===== src/rtl/dds_core.sv =====
// dds_core -- direct digital synthesis sample generator.
//
// Walks a 32-bit phase accumulator, addresses an external one-cycle-latency
// sine LUT with the top LUT_AW phase bits, scales the returned word by an
// unsigned Q0.16 gain and presents one sample per divided sample period.
//
// Ports
//   clk, rst          clock, synchronous active-high reset
//   i_dds_ctrl        bit0 EN (level, rising edge starts), bit1 BURST
//   i_dds_thetas      start phase (latched at start)
//   i_dds_deltas      phase increment per sample (live)
//   i_dds_ampls       bits[15:0] unsigned gain Q0.16 (live)
//   i_dds_clk_div     sample period = clk_div+1 clocks (live)
//   i_dds_lngth       samples per burst (latched at start)
//   o_dds_lut_addr    registered LUT address
//   i_dds_lut_data    LUT word, valid one cycle after the address
//   o_dds_signal      current scaled sample
//   o_dds_valid       one-cycle pulse when o_dds_signal updates
//   o_dds_busy        running or samples still in flight
//   o_dds_done        burst complete, waiting for EN to drop
module dds_core #(
  parameter int SIG_WIDTH = 16,
  parameter int LUT_AW    = 10
) (
  input  logic                 clk,
  input  logic                 rst,
  input  logic [31:0]          i_dds_ctrl,
  input  logic [31:0]          i_dds_thetas,
  input  logic [31:0]          i_dds_deltas,
  input  logic [31:0]          i_dds_ampls,
  input  logic [31:0]          i_dds_clk_div,
  input  logic [31:0]          i_dds_lngth,
  output logic [LUT_AW-1:0]    o_dds_lut_addr,
  input  logic [SIG_WIDTH-1:0] i_dds_lut_data,
  output logic [SIG_WIDTH-1:0] o_dds_signal,
  output logic                 o_dds_valid,
  output logic                 o_dds_busy,
  output logic                 o_dds_done
);

  localparam logic [1:0] S_IDLE = 2'd0;
  localparam logic [1:0] S_RUN  = 2'd1;
  localparam logic [1:0] S_DONE = 2'd2;

  // tick -> addr reg -> LUT data -> signal reg; vld_pipe[STAGES] is o_dds_valid
  localparam int STAGES = 2;
  localparam int PW     = SIG_WIDTH + 17;

  logic [1:0]        state;
  logic              en_q;
  logic [31:0]       acc, div_cnt, smp_cnt, lngth_q;
  logic [STAGES:0]   vld_pipe;

  logic              en, burst, start, abort, flush, tick;
  logic [PW-1:0]     lut_x, gain_x, prod;

  assign en    = i_dds_ctrl[0];
  assign burst = i_dds_ctrl[1];
  assign start = (state == S_IDLE) && en && !en_q;
  assign abort = (state == S_RUN) && !en;
  // aborts and restarts both throw away whatever is still in flight
  assign flush = abort || start;
  assign tick  = (state == S_RUN) && en && (div_cnt >= i_dds_clk_div);

  // signed LUT word times zero-extended gain; 33 bits holds the full range,
  // so bits [31:16] never overflow even at gain 0xFFFF
  assign lut_x  = {{17{i_dds_lut_data[SIG_WIDTH-1]}}, i_dds_lut_data};
  assign gain_x = {{(SIG_WIDTH+1){1'b0}}, i_dds_ampls[15:0]};
  assign prod   = lut_x * gain_x;

  logic unused_bits;
  assign unused_bits = ^{i_dds_ctrl[31:2], i_dds_ampls[31:16],
                         prod[PW-1:SIG_WIDTH+16], prod[15:0]};

  assign o_dds_valid = vld_pipe[STAGES];
  assign o_dds_busy  = (state == S_RUN) || (|vld_pipe[STAGES-1:0]);
  assign o_dds_done  = (state == S_DONE);

  always_ff @(posedge clk) begin
    if (rst) begin
      state          <= S_IDLE;
      en_q           <= 1'b0;
      acc            <= '0;
      div_cnt        <= '0;
      smp_cnt        <= '0;
      lngth_q        <= '0;
      vld_pipe       <= '0;
      o_dds_lut_addr <= '0;
      o_dds_signal   <= '0;
    end else begin
      en_q     <= en;
      vld_pipe <= flush ? '0 : {vld_pipe[STAGES-1:0], tick};
      if (vld_pipe[STAGES-1] && !flush)
        o_dds_signal <= prod[SIG_WIDTH+15:16];

      case (state)
        S_IDLE: if (start) begin
          acc     <= i_dds_thetas;
          div_cnt <= '0;
          smp_cnt <= '0;
          lngth_q <= i_dds_lngth;
          state   <= (burst && i_dds_lngth == 32'd0) ? S_DONE : S_RUN;
        end
        S_RUN: begin
          if (!en) begin
            state <= S_IDLE;
          end else if (tick) begin
            o_dds_lut_addr <= acc[31 -: LUT_AW];
            acc            <= acc + i_dds_deltas;
            smp_cnt        <= smp_cnt + 32'd1;
            div_cnt        <= '0;
            if (burst && (smp_cnt + 32'd1 == lngth_q))
              state <= S_DONE;
          end else begin
            div_cnt <= div_cnt + 32'd1;
          end
        end
        S_DONE: if (!en) state <= S_IDLE;
        default: state <= S_IDLE;
      endcase
    end
  end

endmodule

===== config.mk =====
export PLATFORM = sky130hd
export DESIGN_NAME = dds_core
export DESIGN_NICKNAME = d
export VERILOG_FILES = /design/src/rtl/dds_core.sv
export SDC_FILE = /design/constraint.sdc
export NUM_CORES = 1
export LEC_CHECK = 0
export ABC_AREA = 1
export BUFFER_PORTS_ARGS = -buffer_cell sky130_fd_sc_hd__buf_2
export CORE_UTILIZATION = 43
export DETAILED_ROUTE_END_ITERATION = 12
export MAX_ROUTING_LAYER = met4
export PLACE_DENSITY_LB_ADDON = 0.05
export SLEW_MARGIN = 5
export SYNTH_ARGS = -nofsm -noshare
export SYNTH_HDL_FRONTEND = slang
export SYNTH_SLANG_ARGS = --single-unit
export TNS_END_PERCENT = 30

===== constraint.sdc =====
create_clock -name clk -period 10.8 [get_ports clk]
set_input_delay 2.7 -clock clk [delete_from_list [all_inputs] [get_ports clk]]
set_output_delay 2.7 -clock clk [all_outputs]
set_load 0.03 [all_outputs]

## Word level (Yosys, flattened, before mapping)

Cells that the tools add are included.
Widths: inputs -> output; s select.

- Bits in registers: 160
- Bits in latches: 0
- Memory bits (writable): 0
- ROM bits: 0
- Input port bits: 210
- Output and inout port bits: 29
- Logic and storage cells: 64
- Memories kept: 0

- $add $sub $neg: 3
- $mul: 1
- Divide/modulo/power cells: 0
- $lt $le $gt $ge: 1
- Equality and inequality tests: 9
- Shift-type cells: 0
- Mux-type cells: 18
- Bitwise operators: 0
- Reduce and logical (&&, ||, !) cells: 23

Operators by type and width:

| cell | number |
|---|---|
| $mux 32 | 8 |
| $pmux 32 s2 | 3 |
| $add 32x1->32 const B | 2 |
| $add 32x32->32 | 1 |
| $eq 32x32->1 | 1 |
| $ge 32x32->1 | 1 |
| $logic_not 32->1 | 1 |
| $mul 16x17->32 | 1 |
| $mux 2 | 6 |
| $logic_and 1x1->1 | 8 |
| $ne 2x2->1 const B | 4 |
| $reduce_and 4->1 | 2 |
| $pmux 2 s3 | 1 |
| $reduce_and 3->1 | 2 |
| $reduce_or 2->1 | 2 |
| $logic_not 1->1 | 3 |
| $ne 3x2->1 const B | 1 |
| $ne 3x3->1 const B | 1 |
| $eq 2x1->1 const B | 1 |
| $eq 2x2->1 const B | 1 |
| $logic_not 2->1 | 1 |
| $logic_or 1x1->1 | 2 |
| $reduce_and 2->1 | 1 |
| $reduce_bool 2->1 | 1 |

## Logic depth before layout (Yosys ltp)

- Depth in word-level cells: 7
- Mapped depth: 29

## Worst setup path after synthesis

No wires, ideal clock.

- Path type: input port to flip-flop
- Start point: in i_dds_lut_data[1]
- End point: reg o_dds_signal[14]
- Arrival time: 7784 ps
- Required time: 10691 ps
- Path slack: 2908 ps
- Cell stages on the path: 25
- Buffers on the path: 2
- Path through: clkbuf_1 -> clkbuf_1 -> nand2_1 -> fa_1 -> fa_1 -> inv_1 -> fa_1 -> fa_1 -> fa_1 -> inv_1 -> fa_1 -> inv_1 -> ha_1 -> nand2_1 -> nor2_1 -> inv_1 -> nor3_1 -> nand3_1 -> nand3_1 -> a21o_1 -> a21oi_1 -> nand2_1 -> nand3_1 -> nand2_1 -> inv_1

- Word-level cells in the longest chain between the ends: 1

Ends and longest elaborated chain:

| what | line | RTL |
|---|---|---|
| from (decl) | 34 | `input logic [SIG_WIDTH-1:0] i_dds_lut_data,` |
| $mul 16x17->32 | 69 | `assign prod = lut_x * gain_x;` |
| to (signal assigned) | 94 | `o_dds_signal <= prod[SIG_WIDTH+15:16];` |
| to (decl) | 35 | `output logic [SIG_WIDTH-1:0] o_dds_signal,` |

Every way passes these cells.
A chain may end at the register's enable or synchronous reset.

## Worst setup path after layout

- Start point: in i_dds_ampls[11]
- End point: reg o_dds_signal[9]

- Word-level cells in the longest chain between the ends: 1

Ends and longest elaborated chain:

| what | line | RTL |
|---|---|---|
| from (decl) | 30 | `input logic [31:0] i_dds_ampls,` |
| $mul 16x17->32 | 69 |  |

Every way passes these cells.

==> summary.txt <==
Status
  • Status: complete, no violations

Routing
  • TritonRoute pass-1 iters: 5
  • Total number of vias: 18800
  • Vias per std cell: 5.14
  • # DRC: 0
  • Initial drt markers: 1037
  • Detail Route Antenna Nets: 0
  • Routed WL: 57600 um
  • Wire per inst: 15.8 um

Synthesis
  • Sequential share of the synthesized area: 0.162
  • EDFF count, synth: 0
  • Net Count, Synth: 3512
  • Top cell type's share of synthesized area: 0.196
  • Top post-synthesis cells by area: fa_1, dfxtp_1, nand2_1
  • Most frequent cell after synthesis: nand2_1
  • Cell taking the most area after synthesis: fa_1
  • Yosys reg bits: 160
  • Mapped Area: 19800 um2
  • Unique masters post-synth: 48
  • Primary FF master, synth: dfxtp_1
  • Yosys Warn Count: 0
  • Commonest cells in the netlist: nand2_1, inv_1, nor2_1, a21oi_1, fa_1
  • Asr flop ratio synth: 0
  • Gate Count Post-Synth: 2929
  • Synthesized area per cell: 6.76 um2

Die
  • Row count: 78
  • Die area: 46900 um2
  • Die X-Extent: 217 um
  • Core region area: 45400 um2
  • Starting Density: 0.436
  • # IOs: 239
  • Die height: 217 um

GRT
  • Largest net degree at the start of global routing: 95
  • Global-route wire length before repair: 93900 um
  • Vias in the first global route: 18800
  • Initial antenna violation count: 1
  • All-layer global routing usage: 0.260
  • Total grt overflow: 0

Worst setup path
  • Launch point of the worst path: i_dds_ampls[11]
  • Critical-path top delay cell: fa_1
  • CP top delay family: adder cells
  • Setup slack, reg-to-reg: 7.06 ns
  • CP peak stage delay: 0.54 ns
  • WS Path Type: in2reg
  • R2r worst-path depth: 15
  • Crit start category: input port
  • Top cell by count, worst path: nand2_1
  • Reg-to-Reg End: acc[22]$_SDFFE_PP0P_
  • Worst path bufs/invs: 6
  • Type of destination of the critical path: register
  • Critical Path Fanout Max: 16
  • Critical Path RT: 11.16 ns
  • R2r startpoint: div_cnt[17]$_SDFFE_PP0P_
  • Crit path DAT: 8.27 ns

Clocking
  • Cts repair resizes: 0
  • H-tree depth: 4
  • Inserted Clock Buffers: 17
  • Clk buf depth: 2
  • Clock transition at path regs: 0.07 ns
  • Worst skew pair latency: 0.46 ns
  • Post-CTS Setup Repair Bufs: 0
  • Root buf cell: clkbuf_16
  • CTS tree: yes
  • Sink Count: 160
  • CTS Hold Bufs: 0

Pwr
  • Clk pwr share: 0.110
  • Net Sw Power: 0.00313 W
  • Int Pwr: 0.00251 W
  • Net Sw Frac: 0.555
  • Combinational fraction of design power: 0.757
  • Lkg Pwr: 11.6 nW
  • Power density cells: 259 nW/um2
  • Reg power frac: 0.133
  • Peak VDD IR: 0.316 mV

STA
  • Final setup TNS: 0 ns
  • Max-slew violation count: 0
  • Worst clock skew: 0.0127 ns
  • Min Tclk post-route: 7.90 ns
  • # setup viols final: 0
  • Tcrit/Tclk final: 0.732
  • Final Hold Vio Count: 0
  • RSZ-0062 raised after global routing: no
  • Relative max-transition margin: 0.256
  • Max Clk Rate: 127 MHz
  • Worst Tran Pin Value: 1.11 ns

Job
  • Maxcap violations: 0

Final layout
  • Fillers: 4733
  • Share of cells above drive strength 1: 0.0937
  • Post-Layout Inst Area: 21800 um2
  • Area Growth Syn to Fin: 9.93%
  • # nets final: 3623

Placement
  • Port Buffer Count: 192
  • Gpl congestion: 0.910
  • Placed standard-cell area: 21200 um2
  • Final HPWL from detailed placement: 44900 um

Min path
  • Worst Hold Path Cells: 2
  • Hold EP: vld_pipe[1]$_SDFF_PP0_
  • Worst hold start: vld_pipe[0]$_SDFF_PP0_
  • Worst hold path class: reg2reg
## per-stage QoR
step	hold WS, ns	setup slack, ns	util	cells	power (W)
floorplan	0.408	2.91	-	2929	0.00392
global placement	0.414	2.48	0.467	3621	0.00502
detailed placement	0.423	2.45	0.467	3621	0.00503
CTS	0.434	2.94	0.479	3653	0.00569
global route	0.469	2.65	0.480	3654	0.00635
finish	0.433	2.90	0.480	3654	0.00565
## area by class of cell
class	count	area [um2]	share of cell area
timing repair buffer	203	1040	0.0480
inverter	575	2160	0.0992
tap	600	751	0.0345
antenna	1	2.50	0.000115
clock buffer	17	425	0.0195
multi-input combinational	2083	14000	0.644
clock inverter	15	163	0.00747
sequential	160	3200	0.147
## how the worst max path moves through the flow
stage,endpoint,cells past startpoint
after global placement,o_dds_signal[9]$_SDFFE_PP0P_,26
after CTS,o_dds_signal[9]$_SDFFE_PP0P_,26
after floorplan,o_dds_signal[14]$_SDFFE_PP0P_,25
after detailed placement,o_dds_signal[9]$_SDFFE_PP0P_,26
final,o_dds_signal[9]$_SDFFE_PP0P_,26
after global routing,o_dds_signal[14]$_SDFFE_PP0P_,24
## power groups by stage
stage,logic (W),clock network (W),registers (W)
5_1_grt,0.00493,0.000663,0.000764
2_1_floorplan,0.00317,0,0.000746
6_report,0.00427,0.000623,0.000752
3_3_place_gp,0.00426,0,0.000763
3_5_place_dp,0.00426,0,0.000766
4_1_cts,0.00430,0.000638,0.000753
## logic make-up after synthesis
| family | after synthesis | share of synthesized area |
|---|---|---|
| adder cells (fa/ha/maj) | 373 | 0.309 |
| AND/OR/NAND/NOR | 1263 | 0.266 |
| XOR/XNOR | 34 | 0.0157 |
| flip-flops | 160 | 0.162 |
| AO/OA/AOI/OAI | 413 | 0.116 |
| buffers and inverters | 686 | 0.131 |
## metal layers
metal	vias up	track usage	wire [um]
met2	486	0.440	27700
met5	-	-	0
met1	8906	0.320	25300
li1	9312	-	-
met4	0	0.0697	1150
met3	70	0.0452	3380
## worst register-to-register path: stages, from the launching register on
cell	delay, ns
dfxtp_1	0.46
ha_1	0.30
nand2_1	0.06
inv_1	0.03
o21ai_0	0.13
nand2_1	0.07
nand2_1	0.06
o211ai_1	0.07
a21oi_1	0.17
nand3_1	0.38
nand2_1	0.80
nand2_1	0.15
nand2_2	0.10
buf_4	0.55
o21ai_0	0.18
a21oi_1	0.16
## cells in the final DEF, fill, tap and decap left out, drive strengths merged, types with 2 or more instances in the layout
master,n
nand2,719
inv,583
nor2,301
buf,203
a21oi,199
fa,194
ha,179
dfxtp,160
nand3,147
o21ai,141
nor3,32
nand4,25
xor2,20
or2,17
clkbuf,17
o211a,14
xnor2,13
o211ai,12
nand3b,12
nor4,8
a21o,8
o21a,8
o21bai,7
a32oi,7
clkinv,6
a31oi,5
a22oi,3
o31ai,2
a211oi,2
## sequential cells by signal (all words and copies together), names as in the netlist
| register | flops |
|---|---|
| o_dds_lut_addr | 10 |
| o_dds_signal | 16 |
| lngth_q | 32 |
| acc | 32 |
| state | 2 |
| div_cnt | 32 |
| smp_cnt | 32 |
| vld_pipe | 3 |
| en_q | 1 |
Power figures use the tool's default switching activity.
